File: config.mk
export PLATFORM = sky130hd
export DESIGN_NAME = axil_memory_arbiter
export DESIGN_NICKNAME = d
export VERILOG_FILES = /design/src/rtl/axil_memory_arbiter_pkg.sv /design/src/rtl/axil_memory_arbiter_rr_arbiter.sv /design/src/rtl/axil_memory_arbiter.sv
export SDC_FILE = /design/constraint.sdc
export NUM_CORES = 1
export LEC_CHECK = 0
export CAP_MARGIN = 20
export CORE_AREA = 2 2 140 142
export DETAILED_ROUTE_END_ITERATION = 12
export DIE_AREA = 0 0 142 144
export PLACE_DENSITY_LB_ADDON = 0.08
export SLEW_MARGIN = 25
export SYNTH_ARGS = -nofsm -noshare
export SYNTH_HDL_FRONTEND = slang
export SYNTH_SLANG_ARGS = --single-unit
File: constraint.sdc
create_clock -name aclk -period 2.6 [get_ports aclk]
set_clock_uncertainty 0.15 [all_clocks]
set_input_delay 0.39 -clock aclk [delete_from_list [all_inputs] [get_ports aclk]]
set_output_delay 0.39 -clock aclk [all_outputs]
set_load 0.1 [all_outputs]
File: src/rtl/axil_memory_arbiter_pkg.sv
// Shared types and constants for the AXI-Lite memory arbiter.
package axil_arbiter_pkg;

   typedef enum logic [2:0] {
      IDLE    = 3'd0,
      RD_ADDR = 3'd1,
      RD_DATA = 3'd2,
      WR_ADDR = 3'd3,
      WR_RESP = 3'd4
   } arb_state_e;

   localparam logic [1:0] AXI_RESP_OKAY = 2'b00;

   // Index width for an N-entry selector; never narrower than one bit.
   function automatic int idx_width(input int n);
      return (n > 1) ? $clog2(n) : 1;
   endfunction

endpackage

File: src/rtl/axil_memory_arbiter_rr_arbiter.sv
// Combinational round-robin picker: the first requester strictly after ptr_i
// (wrapping) wins, so the entry at ptr_i itself has the lowest priority.
module rr_arbiter
   import axil_arbiter_pkg::*;
#(
   parameter  int N  = 2,
   localparam int IW = idx_width(N)
) (
   input  logic [N-1:0]  req_i,
   input  logic [IW-1:0] ptr_i,
   output logic [N-1:0]  grant_o,
   output logic [IW-1:0] grant_idx_o,
   output logic          any_req_o
);

   // Walk from lowest to highest priority so the last hit is the winner.
   always_comb begin
      int            cand;
      logic [IW-1:0] cand_idx;
      cand        = 0;
      cand_idx    = '0;
      grant_o     = '0;
      grant_idx_o = '0;
      any_req_o   = |req_i;
      for (int off = N; off >= 1; off--) begin
         cand = int'(ptr_i) + off;
         if (cand >= N) cand = cand - N;
         cand_idx = IW'(cand);
         if (req_i[cand_idx]) begin
            grant_o           = '0;
            grant_o[cand_idx] = 1'b1;
            grant_idx_o       = cand_idx;
         end
      end
   end

endmodule

File: src/rtl/axil_memory_arbiter.sv
// Shares one AXI-Lite memory port between NUM_MASTERS AXI-Lite masters.
// One transaction in flight at a time, round-robin between masters, and a
// read wins over a write from the same master.
//
//  state   | meaning
//  --------+-----------------------------------------------------------
//  IDLE    | no transaction; arbitrate and register the grant
//  RD_ADDR | forward granted AR channel to memory
//  RD_DATA | route memory R channel back to the granted master
//  WR_ADDR | forward AW and W in parallel, each dropped once accepted
//  WR_RESP | route memory B channel back to the granted master
module axil_memory_arbiter
   import axil_arbiter_pkg::*;
#(
   parameter  int NUM_MASTERS = 2,
   parameter  int ADDR_WIDTH  = 32,
   parameter  int DATA_WIDTH  = 16,
   localparam int STRB_WIDTH  = DATA_WIDTH / 8,
   localparam int IW          = idx_width(NUM_MASTERS)
) (
   input  logic                                   aclk,
   input  logic                                   aresetn,
   // per-master slave ports
   input  logic [NUM_MASTERS-1:0][ADDR_WIDTH-1:0] s_axil_awaddr,
   input  logic [NUM_MASTERS-1:0][2:0]            s_axil_awprot,
   input  logic [NUM_MASTERS-1:0]                 s_axil_awvalid,
   output logic [NUM_MASTERS-1:0]                 s_axil_awready,
   input  logic [NUM_MASTERS-1:0][DATA_WIDTH-1:0] s_axil_wdata,
   input  logic [NUM_MASTERS-1:0][STRB_WIDTH-1:0] s_axil_wstrb,
   input  logic [NUM_MASTERS-1:0]                 s_axil_wvalid,
   output logic [NUM_MASTERS-1:0]                 s_axil_wready,
   output logic [NUM_MASTERS-1:0][1:0]            s_axil_bresp,
   output logic [NUM_MASTERS-1:0]                 s_axil_bvalid,
   input  logic [NUM_MASTERS-1:0]                 s_axil_bready,
   input  logic [NUM_MASTERS-1:0][ADDR_WIDTH-1:0] s_axil_araddr,
   input  logic [NUM_MASTERS-1:0][2:0]            s_axil_arprot,
   input  logic [NUM_MASTERS-1:0]                 s_axil_arvalid,
   output logic [NUM_MASTERS-1:0]                 s_axil_arready,
   output logic [NUM_MASTERS-1:0][DATA_WIDTH-1:0] s_axil_rdata,
   output logic [NUM_MASTERS-1:0][1:0]            s_axil_rresp,
   output logic [NUM_MASTERS-1:0]                 s_axil_rvalid,
   input  logic [NUM_MASTERS-1:0]                 s_axil_rready,
   // single master port toward the memory
   output logic [ADDR_WIDTH-1:0]                  m_axil_awaddr,
   output logic [2:0]                             m_axil_awprot,
   output logic                                   m_axil_awvalid,
   input  logic                                   m_axil_awready,
   output logic [DATA_WIDTH-1:0]                  m_axil_wdata,
   output logic [STRB_WIDTH-1:0]                  m_axil_wstrb,
   output logic                                   m_axil_wvalid,
   input  logic                                   m_axil_wready,
   input  logic [1:0]                             m_axil_bresp,
   input  logic                                   m_axil_bvalid,
   output logic                                   m_axil_bready,
   output logic [ADDR_WIDTH-1:0]                  m_axil_araddr,
   output logic [2:0]                             m_axil_arprot,
   output logic                                   m_axil_arvalid,
   input  logic                                   m_axil_arready,
   input  logic [DATA_WIDTH-1:0]                  m_axil_rdata,
   input  logic [1:0]                             m_axil_rresp,
   input  logic                                   m_axil_rvalid,
   output logic                                   m_axil_rready
);

   arb_state_e             state_q, state_d;
   logic [IW-1:0]          grant_q, grant_d;
   logic [NUM_MASTERS-1:0] grant_oh_q, grant_oh_d;
   logic [IW-1:0]          rr_ptr_q, rr_ptr_d;
   logic                   aw_done_q, aw_done_d;
   logic                   w_done_q, w_done_d;

   logic [NUM_MASTERS-1:0] req;
   logic [NUM_MASTERS-1:0] arb_onehot;
   logic [IW-1:0]          arb_idx;
   logic                   any_req;
   logic                   ar_hs, r_hs, aw_hs, w_hs, b_hs;

   // A write only competes once both its address and data are offered.
   assign req = s_axil_arvalid | (s_axil_awvalid & s_axil_wvalid);

   rr_arbiter #(.N(NUM_MASTERS)) u_rr_arbiter (
      .req_i       (req),
      .ptr_i       (rr_ptr_q),
      .grant_o     (arb_onehot),
      .grant_idx_o (arb_idx),
      .any_req_o   (any_req)
   );

   assign ar_hs = m_axil_arvalid & m_axil_arready;
   assign r_hs  = m_axil_rvalid  & m_axil_rready;
   assign aw_hs = m_axil_awvalid & m_axil_awready;
   assign w_hs  = m_axil_wvalid  & m_axil_wready;
   assign b_hs  = m_axil_bvalid  & m_axil_bready;

   // Request-side payload always follows the registered grant.
   always_comb begin
      m_axil_araddr = s_axil_araddr[grant_q];
      m_axil_arprot = s_axil_arprot[grant_q];
      m_axil_awaddr = s_axil_awaddr[grant_q];
      m_axil_awprot = s_axil_awprot[grant_q];
      m_axil_wdata  = s_axil_wdata[grant_q];
      m_axil_wstrb  = s_axil_wstrb[grant_q];
   end

   // Handshake routing; everything outside the active channel stays at zero.
   always_comb begin
      m_axil_arvalid = 1'b0;
      m_axil_awvalid = 1'b0;
      m_axil_wvalid  = 1'b0;
      m_axil_rready  = 1'b0;
      m_axil_bready  = 1'b0;
      s_axil_arready = '0;
      s_axil_awready = '0;
      s_axil_wready  = '0;
      s_axil_rvalid  = '0;
      s_axil_bvalid  = '0;
      s_axil_rdata   = '0;
      s_axil_rresp   = {NUM_MASTERS{AXI_RESP_OKAY}};
      s_axil_bresp   = {NUM_MASTERS{AXI_RESP_OKAY}};
      case (state_q)
         RD_ADDR: begin
            m_axil_arvalid = s_axil_arvalid[grant_q];
            s_axil_arready = grant_oh_q & {NUM_MASTERS{m_axil_arready}};
         end
         RD_DATA: begin
            s_axil_rvalid          = grant_oh_q & {NUM_MASTERS{m_axil_rvalid}};
            s_axil_rdata[grant_q]  = m_axil_rdata;
            s_axil_rresp[grant_q]  = m_axil_rresp;
            m_axil_rready          = s_axil_rready[grant_q];
         end
         WR_ADDR: begin
            m_axil_awvalid = s_axil_awvalid[grant_q] & ~aw_done_q;
            m_axil_wvalid  = s_axil_wvalid[grant_q]  & ~w_done_q;
            s_axil_awready = grant_oh_q & {NUM_MASTERS{m_axil_awready & ~aw_done_q}};
            s_axil_wready  = grant_oh_q & {NUM_MASTERS{m_axil_wready & ~w_done_q}};
         end
         WR_RESP: begin
            s_axil_bvalid         = grant_oh_q & {NUM_MASTERS{m_axil_bvalid}};
            s_axil_bresp[grant_q] = m_axil_bresp;
            m_axil_bready         = s_axil_bready[grant_q];
         end
         default: ;
      endcase
   end

   // Next-state, grant capture and round-robin pointer update.
   always_comb begin
      state_d    = state_q;
      grant_d    = grant_q;
      grant_oh_d = grant_oh_q;
      rr_ptr_d   = rr_ptr_q;
      aw_done_d  = aw_done_q;
      w_done_d   = w_done_q;
      case (state_q)
         IDLE: begin
            if (any_req) begin
               grant_d    = arb_idx;
               grant_oh_d = arb_onehot;
               state_d    = s_axil_arvalid[arb_idx] ? RD_ADDR : WR_ADDR;
            end
         end
         RD_ADDR: begin
            if (ar_hs) state_d = RD_DATA;
         end
         RD_DATA: begin
            if (r_hs) begin
               rr_ptr_d = grant_q;
               state_d  = IDLE;
            end
         end
         WR_ADDR: begin
            aw_done_d = aw_done_q | aw_hs;
            w_done_d  = w_done_q | w_hs;
            if (aw_done_d && w_done_d) begin
               aw_done_d = 1'b0;
               w_done_d  = 1'b0;
               state_d   = WR_RESP;
            end
         end
         WR_RESP: begin
            if (b_hs) begin
               rr_ptr_d = grant_q;
               state_d  = IDLE;
            end
         end
         default: state_d = IDLE;
      endcase
   end

   // State registers; reset leaves master 0 as the first winner.
   always_ff @(posedge aclk or negedge aresetn) begin
      if (!aresetn) begin
         state_q    <= IDLE;
         grant_q    <= '0;
         grant_oh_q <= '0;
         rr_ptr_q   <= IW'(NUM_MASTERS - 1);
         aw_done_q  <= 1'b0;
         w_done_q   <= 1'b0;
      end else begin
         state_q    <= state_d;
         grant_q    <= grant_d;
         grant_oh_q <= grant_oh_d;
         rr_ptr_q   <= rr_ptr_d;
         aw_done_q  <= aw_done_d;
         w_done_q   <= w_done_d;
      end
   end

endmodule

Yosys cells after proc, flatten, opt, wreduce, memory -nomap -nowiden. Index checks and enable logic that the tools add are counted.

Flip-flop bits (word level): 9. Bits in latches: 0. RAM bits: 0. ROM bits: 0. Input port bits: 213. Output and inout bits: 143. Logic and storage cells: 128. Memories: 0.

Add/sub/neg operators: 4. $mul: 0. Divide/modulo/power cells: 0. Order comparisons: 9. Equality and inequality tests: 9. Shifts and indexed selects: 0. Muxes and demuxes: 67. Bitwise logic cells: 23. Reduce and logical (&&, ||, !) cells: 10.

Operator list (number): 2-to-1 mux 32 bit (5); 2-to-1 mux 16 bit (3); bitwise AND 32 bit (1); 2-to-1 mux 1 bit (31); 2-to-1 mux 3 bit (9); 2-to-1 mux 2 bit (11); demux 16 bit (select 1 bit) (1); one-hot mux 3 bit (5 select lines) (1); bitwise AND 2 bit (6); != test 2 bit (second input constant) (5); bitwise AND 1 bit (9); bitwise AND 4 bit (2); less-than comparator 1 x 2 -> 1 bit (second input constant) (4); 2-to-1 mux 4 bit (2); equality test 3 x 2 -> 1 bit (second input constant) (2); AND reduction 5 bit (1); logical AND 1 bit (4); adder 1 x 2 -> 3 bit (second input constant) (1); equality test 3 x 1 -> 1 bit (second input constant) (1); equality test 3 bit (second input constant) (1); >= comparator 1 bit (second input constant) (3); >= comparator 3 x 2 -> 1 bit (second input constant) (1); logical NOT 3 bit (1); AND reduction 3 bit (1); 12 further kinds (16).

Logic depth before layout (Yosys ltp). Gate-level depths: netlist of run 1.

Word-level depth: 12. Depth in mapped cells: 6.

Hierarchy. From an unflattened synthesis of run 1, not the netlist that was laid out.

Cell total of the unflattened synthesis: 222. Area, all modules: 2049.5 µm².

By module, submodules not included: axil_memory_arbiter (instances 1, cells each 217, area an instance 2016.9 µm², sequential area each 226.5 µm²); rr_arbiter (instances 1, cells each 5, area an instance 32.5 µm², sequential area each 0.0 µm²).

Worst setup path before layout of run 1. OpenSTA, ideal clock, no wires.

Kind: flip-flop to output port. Start: register grant_q (netlist name). End: output s_axil_arready[1]. Arrival time: 3.130 ns. Required time: 2.060 ns. Slack: -1.070 ns. Stages on the path, launching flop included: 6. Path buffers: 3. Cell sequence: dfrtp_1 buf_6 clkbuf_1 inv_1 clkbuf_1 nor3_1.

RTL lines: end, declared (RTL line axil_memory_arbiter.sv:38) `output logic [NUM_MASTERS-1:0] s_axil_arready,`.

Worst setup path after layout of run 1.
Start: register grant_q. End: output m_axil_awaddr[6].

Longest elaborated chain between the ends: 2.

RTL lines: start, declared (RTL line axil_memory_arbiter.sv:66) `logic [IW-1:0] grant_q, grant_d;`; start signal, assigned (RTL line axil_memory_arbiter.sv:201) `grant_q <= grant_d;`; 2-to-1 mux 32 bit (not written as such) (2 in a row) (RTL line axil_memory_arbiter.sv:99) `m_axil_awaddr = s_axil_awaddr[grant_q];`; end, declared (RTL line axil_memory_arbiter.sv:44) `output logic [ADDR_WIDTH-1:0] m_axil_awaddr,`.

No other way between the ends. The select of a mux whose other input is x is not followed.

==> impl_metrics.tcl, run 1 <==
set metrics [dict create \
    seq_power_share_pct 3.8 \
    synth_cell_types 35 \
    clk_latency_ps 230 \
    row_count 51 \
    cts_resized 0 \
    layout-drive-gt1-share_pct 44.33 \
    avgRoutedWirePerCell_um 17.51 \
    ys_seq_area_share_pct 10.16 \
    finalHoldViolations 0 \
    start_kind "register" \
    fp.coreArea_um2 19080 \
    mostFrequentLayoutCell "clkdlybuf4s50_1" \
    worstMarginPinSlew_ps 525.9 \
    synth_seq_cells 8 \
    io_buffer_count 355 \
    synth_area_leaders "mux2_2, and3_1, dfrtp_1" \
    cts_root_buf "clkbuf_16" \
    drcViolationCount 0 \
    fmax_ghz 0.4122 \
    syn_area_per_cell_um2 8.775 \
    grt_pass1_vias 3420 \
    grt_overflow 0 \
    io_pins 356 \
    num_vias 3194 \
    final_cell_mix "clkdlybuf4s50_1, buf_12, mux2_2" \
    async_reset_ff_share_pct 100.0 \
    relSlewSlack_pct 64.75 \
    syn_inst 226 \
    critPathMaxFanout 30 \
    hold_buffers 0 \
    p_per_area_nw_per_um2 1256 \
    antenna_found_initial 0 \
    ys.flop_type "dfrtp_1" \
    setup_viol 0 \
    min_period_ps 2426 \
    criticalPathCategory "reg2out" \
    slew_violations 0 \
    p_comb_share_pct 93.4 \
    switching_share_pct 61.11 \
    yosysWarnings 0 \
    p_int_uw 3586 \
    grt_pass1_wl_um 19580 \
    critPathCaptureType "output port" \
    vias_per_cell 3.929 \
    dp.cells 807 \
    start_util_pct 10.39 \
    rr_startpoint "grant_q" \
    switchingPower_uw 5635 \
    post-cts-setup-buffers 0 \
    reg2reg_to "state_q[1]" \
    clkPwrFrac_pct 2.8 \
    drt-total-wl_um 14240 \
    numCtsBuffers 3 \
    hpwlAfterDp_um 12840 \
    htree_levels 1 \
    detail-route-antenna-nets 0 \
    yosysTopAreaCell "mux2_2" \
    layout.nets 787 \
    crit_arrival_ps 1890 \
    cts_buffer_depth 2 \
    syn-num-nets 439 \
    post-synth-top-area-fraction_pct 48.83 \
    die_area_um2 20450 \
    min_path_type "in2async" \
    die_h_um 144 \
    reg2regPathDepth 5 \
    min_period_over_period_pct 93.31 \
    grt_use_total_pct 12.56 \
    ir_worst_vdd_v 0.0005830 \
    cts_sinks 8 \
    first_iter_violations 56 \
    outcome "finished, final reports clean" \
    die_w_um 142 \
    gp_congestion 0.7597 \
    finalNonFillerCells 813 \
    tns_ps 0 \
    clk_pin_slew_ps 40 \
    maxCapViolCount 0 \
    synth_edf_count 0 \
    cts_tree "built" \
    hold-worst-slack_ps 299.4 \
    grt_max_degree 40 \
    leakagePower_uw 0.003094 \
    ff2ff_setup_slack_ps 470 \
    syn_to_final_growth_pct 270.1 \
    syn_area_um2 1983 \
    required_ps 2060 \
    rsz0062_at_grt "false" \
    dr.pass1.iters 4 \
]
==> critical path, cell delays in order, from the launching register on <==
cell and delay [ps]:
dfrtp_4 600, buf_4 430, mux2_2 420, buf_12 170
==> final cells by class <==
class,count,area (um2)
Fill cell,1849,11740
Timing Repair Buffer,363,5045
Multi-Input combinational cell,193,1689
Tap cell,238,297.8
Sequential cell,8,205.2
Clock buffer,4,78.83
Inverter,5,18.77
Antenna cell,2,5.005
==> layer usage <==
layer | share of wire [%] | vias up | GRT usage [%]
met3 | 9.9 | 4 | 3.841
met1 | 30 | 1445 | 11.12
met4 | 0.61 | 0 | 1.947
met2 | 59 | 211 | 27.49
met5 | 0 | - | 0
li1 | - | 1534 | -
==> power groups by stage <==
stage | clock [uW] | combinational (uW) | sequential, uW
floorplan | 0 | 5520 | 243
global placement | 0 | 8680 | 356
detailed placement | 0 | 8690 | 355
CTS | 266 | 8710 | 353
global route | 279 | 8880 | 369
finish | 261 | 8610 | 346
==> per-stage QoR <==
step	total power, uW	util (%)	cell area, um2	worst slack [ps]
CTS	9331	38.44	7335	127.9
floorplan	5763	-	1998	-226.7
finish	9221	38.47	7340	174.0
global placement	9039	38.03	7256	389.6
detailed placement	9047	38.03	7256	374.8
global route	9531	38.44	7335	87.29
==> cell usage after synthesis (2+ instances only) <==
cell      instances
and3_1           48
nand2b_1          2
o21ai_1           2
a21oi_1           5
mux2_2           86
nor2_1           11
and2_1            2
nand2_1           5
dfrtp_1           7
mux2_1            5
o22a_1            2
o21ai_0           3
clkbuf_1         14
buf_2             5
nor3_1            4
inv_1             4
mux2i_1           3
==> cells by family (layout without fill, tap and decap cells) <==
group,after synthesis,in the layout,share of synthesized area (%)
other,0,2,0
AOI/OAI and AO/OA,20,20,7.634
muxes,95,95,53.94
and+or+nand+nor,78,78,22.84
DFF,8,8,10.16
buffers and inverters,25,372,5.425
==> state kept, by name, summed over array words and instances, names as in the netlist <==
signal / cells
aw_done_q: 1
grant_oh_q: 1
grant_q: 1
rr_ptr_q: 1
state_q: 3
w_done_q: 1
==> worst max path at each step <==
stage | from | endpoint | slack [ps] | depth (start not counted)
floorplan | grant_q | s_axil_arready[1] | -230 | 5
global placement | s_axil_awvalid[0] | state_q[1] | 390 | 6
detailed placement | s_axil_awvalid[0] | state_q[1] | 370 | 6
CTS | grant_q | m_axil_awaddr[10] | 130 | 3
global route | grant_q | m_axil_awaddr[13] | 90 | 3
finish | grant_q | m_axil_awaddr[6] | 170 | 3
Power figures use the tool's default switching activity.
==> run 2, diff against run 1 <==
--- a/config.mk
+++ b/config.mk
@@ -6,9 +6,10 @@
 export NUM_CORES = 1
 export LEC_CHECK = 0
 export CAP_MARGIN = 20
-export CORE_AREA = 2 2 140 142
+export CORE_AREA = 8 8 131 133
 export DETAILED_ROUTE_END_ITERATION = 12
-export DIE_AREA = 0 0 142 144
+export DIE_AREA = 0 0 139 141
+export MAX_ROUTING_LAYER = met4
 export PLACE_DENSITY_LB_ADDON = 0.08
 export SLEW_MARGIN = 25
 export SYNTH_ARGS = -nofsm -noshare
==> impl_metrics.tcl, run 2 (synthesis gave the netlist of run 1 again) <==
set metrics [dict create \
    largest_reg_flops 3 \
    mostFrequentLayoutCell "clkdlybuf4s50_1" \
    avgRoutedWirePerCell_um 21.73 \
    post-route-util_pct 48.45 \
    final_cell_mix "clkdlybuf4s50_1, buf_12, mux2_2" \
    hold_buffers 0 \
    antenna_cells 0 \
    hpwlAfterDp_um 14870 \
    grt_overflow 0 \
    die_h_um 141 \
    final_cell_area_um2 7257 \
    grt_max_degree 41 \
    syn_to_final_growth_pct 265.9 \
    leakagePower_uw 0.003084 \
    fill_cells 1343 \
    required_ps 2060 \
    p_per_area_nw_per_um2 1273 \
    io_buffer_count 355 \
    first_iter_violations 58 \
    outcome "finished, final reports clean" \
    gp_congestion 0.7711 \
    detail-route-antenna-nets 0 \
    place_area_um2 7178 \
    setup_viol 0 \
    rsz0062_at_grt "false" \
    finalHoldViolations 0 \
    layout-drive-gt1-share_pct 44.13 \
    layout.nets 785 \
    start_kind "register" \
    min_period_ps 2349 \
    crit_arrival_ps 1810 \
    die_w_um 139 \
    fmax_ghz 0.4257 \
    critPathCaptureType "output port" \
    min_path_type "in2async" \
    clk_latency_ps 230 \
    relSlewSlack_pct 60.53 \
    hold-worst-slack_ps 289.0 \
    grt_pass1_wl_um 23730 \
    row_count 45 \
    cts_resized 0 \
    cts_root_buf "clkbuf_16" \
    slew_violations 0 \
    start_util_pct 13.24 \
    criticalPathCategory "reg2out" \
    cts_tree "built" \
    min_period_over_period_pct 90.34 \
    fp.coreArea_um2 14980 \
    clk_pin_slew_ps 40 \
    htree_levels 1 \
    post-cts-setup-buffers 0 \
    cts_buffer_depth 2 \
    dr.pass1.iters 5 \
    numCtsBuffers 3 \
    die_area_um2 19600 \
    antenna_found_initial 0 \
    maxCapViolCount 0 \
    top_register "state_q" \
    drcViolationCount 0 \
    drt-total-wl_um 16490 \
    critPathMaxFanout 33 \
    io_pins 356 \
    num_vias 3249 \
    grt_pass1_vias 3627 \
    worstMarginPinSlew_ps 591.4 \
    cts_sinks 8 \
    ir_worst_vdd_v 0.0006260 \
    grt_use_total_pct 16.30 \
    total_power_uw 9237 \
    vias_per_cell 4.281 \
]
-- run 2: per-stage QoR --
step	setup TNS [ps]	worst slack, ps	std cells
5_1_grt	0	174.8	759
4_1_cts	0	232.9	759
6_report	0	251.1	759
2_1_floorplan	-226.7	-226.7	226
3_5_place_dp	0	353.3	755
3_3_place_gp	0	387.3	755
-- run 2: path summary, 6_finish.rpt --
check	start	endpoint	slack, ps	cells past startpoint
min reg2reg	aw_done_q	aw_done_q	360	1
max in group asynchronous	aresetn	rr_ptr_q	1700	1
min in group aclk	aw_done_q	aw_done_q	360	1
min	aresetn	w_done_q	290	1
max	grant_q	m_axil_awaddr[18]	250	3
max reg2reg	grant_q	state_q[1]	550	5
-- run 2: power breakdown --
| part | switching [uW] | leakage, uW | internal (uW) | total (uW) |
|---|---|---|---|---|
| Clock | 63.6 | 0.0000382 | 205 | 268 |
| Sequential | 122 | 0.0000959 | 200 | 321 |
| Combinational | 5490 | 0.00295 | 3160 | 8650 |
| Total | 5670 | 0.00308 | 3570 | 9240 |
-- run 2: final cells by class --
class	count	area, um2	share of cell area, %
repair buffers	361	5030	69.31
multi-input cells	193	1689	23.28
well taps	188	235.2	3.241
flip-flops and latches	8	205.2	2.828
clock buffers	4	78.83	1.086
inverters	5	18.77	0.2586
-- run 2: per-layer routing --
metal | up-vias | wire length (um) | track usage (%)
li1 | 1537 | - | -
met1 | 1473 | 5154 | 14.12
met2 | 230 | 9208 | 32.34
met3 | 9 | 2019 | 7.394
met4 | 0 | 110 | 2.137
met5 | - | 0 | -
-- run 2: worst max-delay path, cell delays in order, from the launching register on --
cell	delay [ps]
dfrtp_4	520
buf_4	420
mux2_2	430
buf_12	180
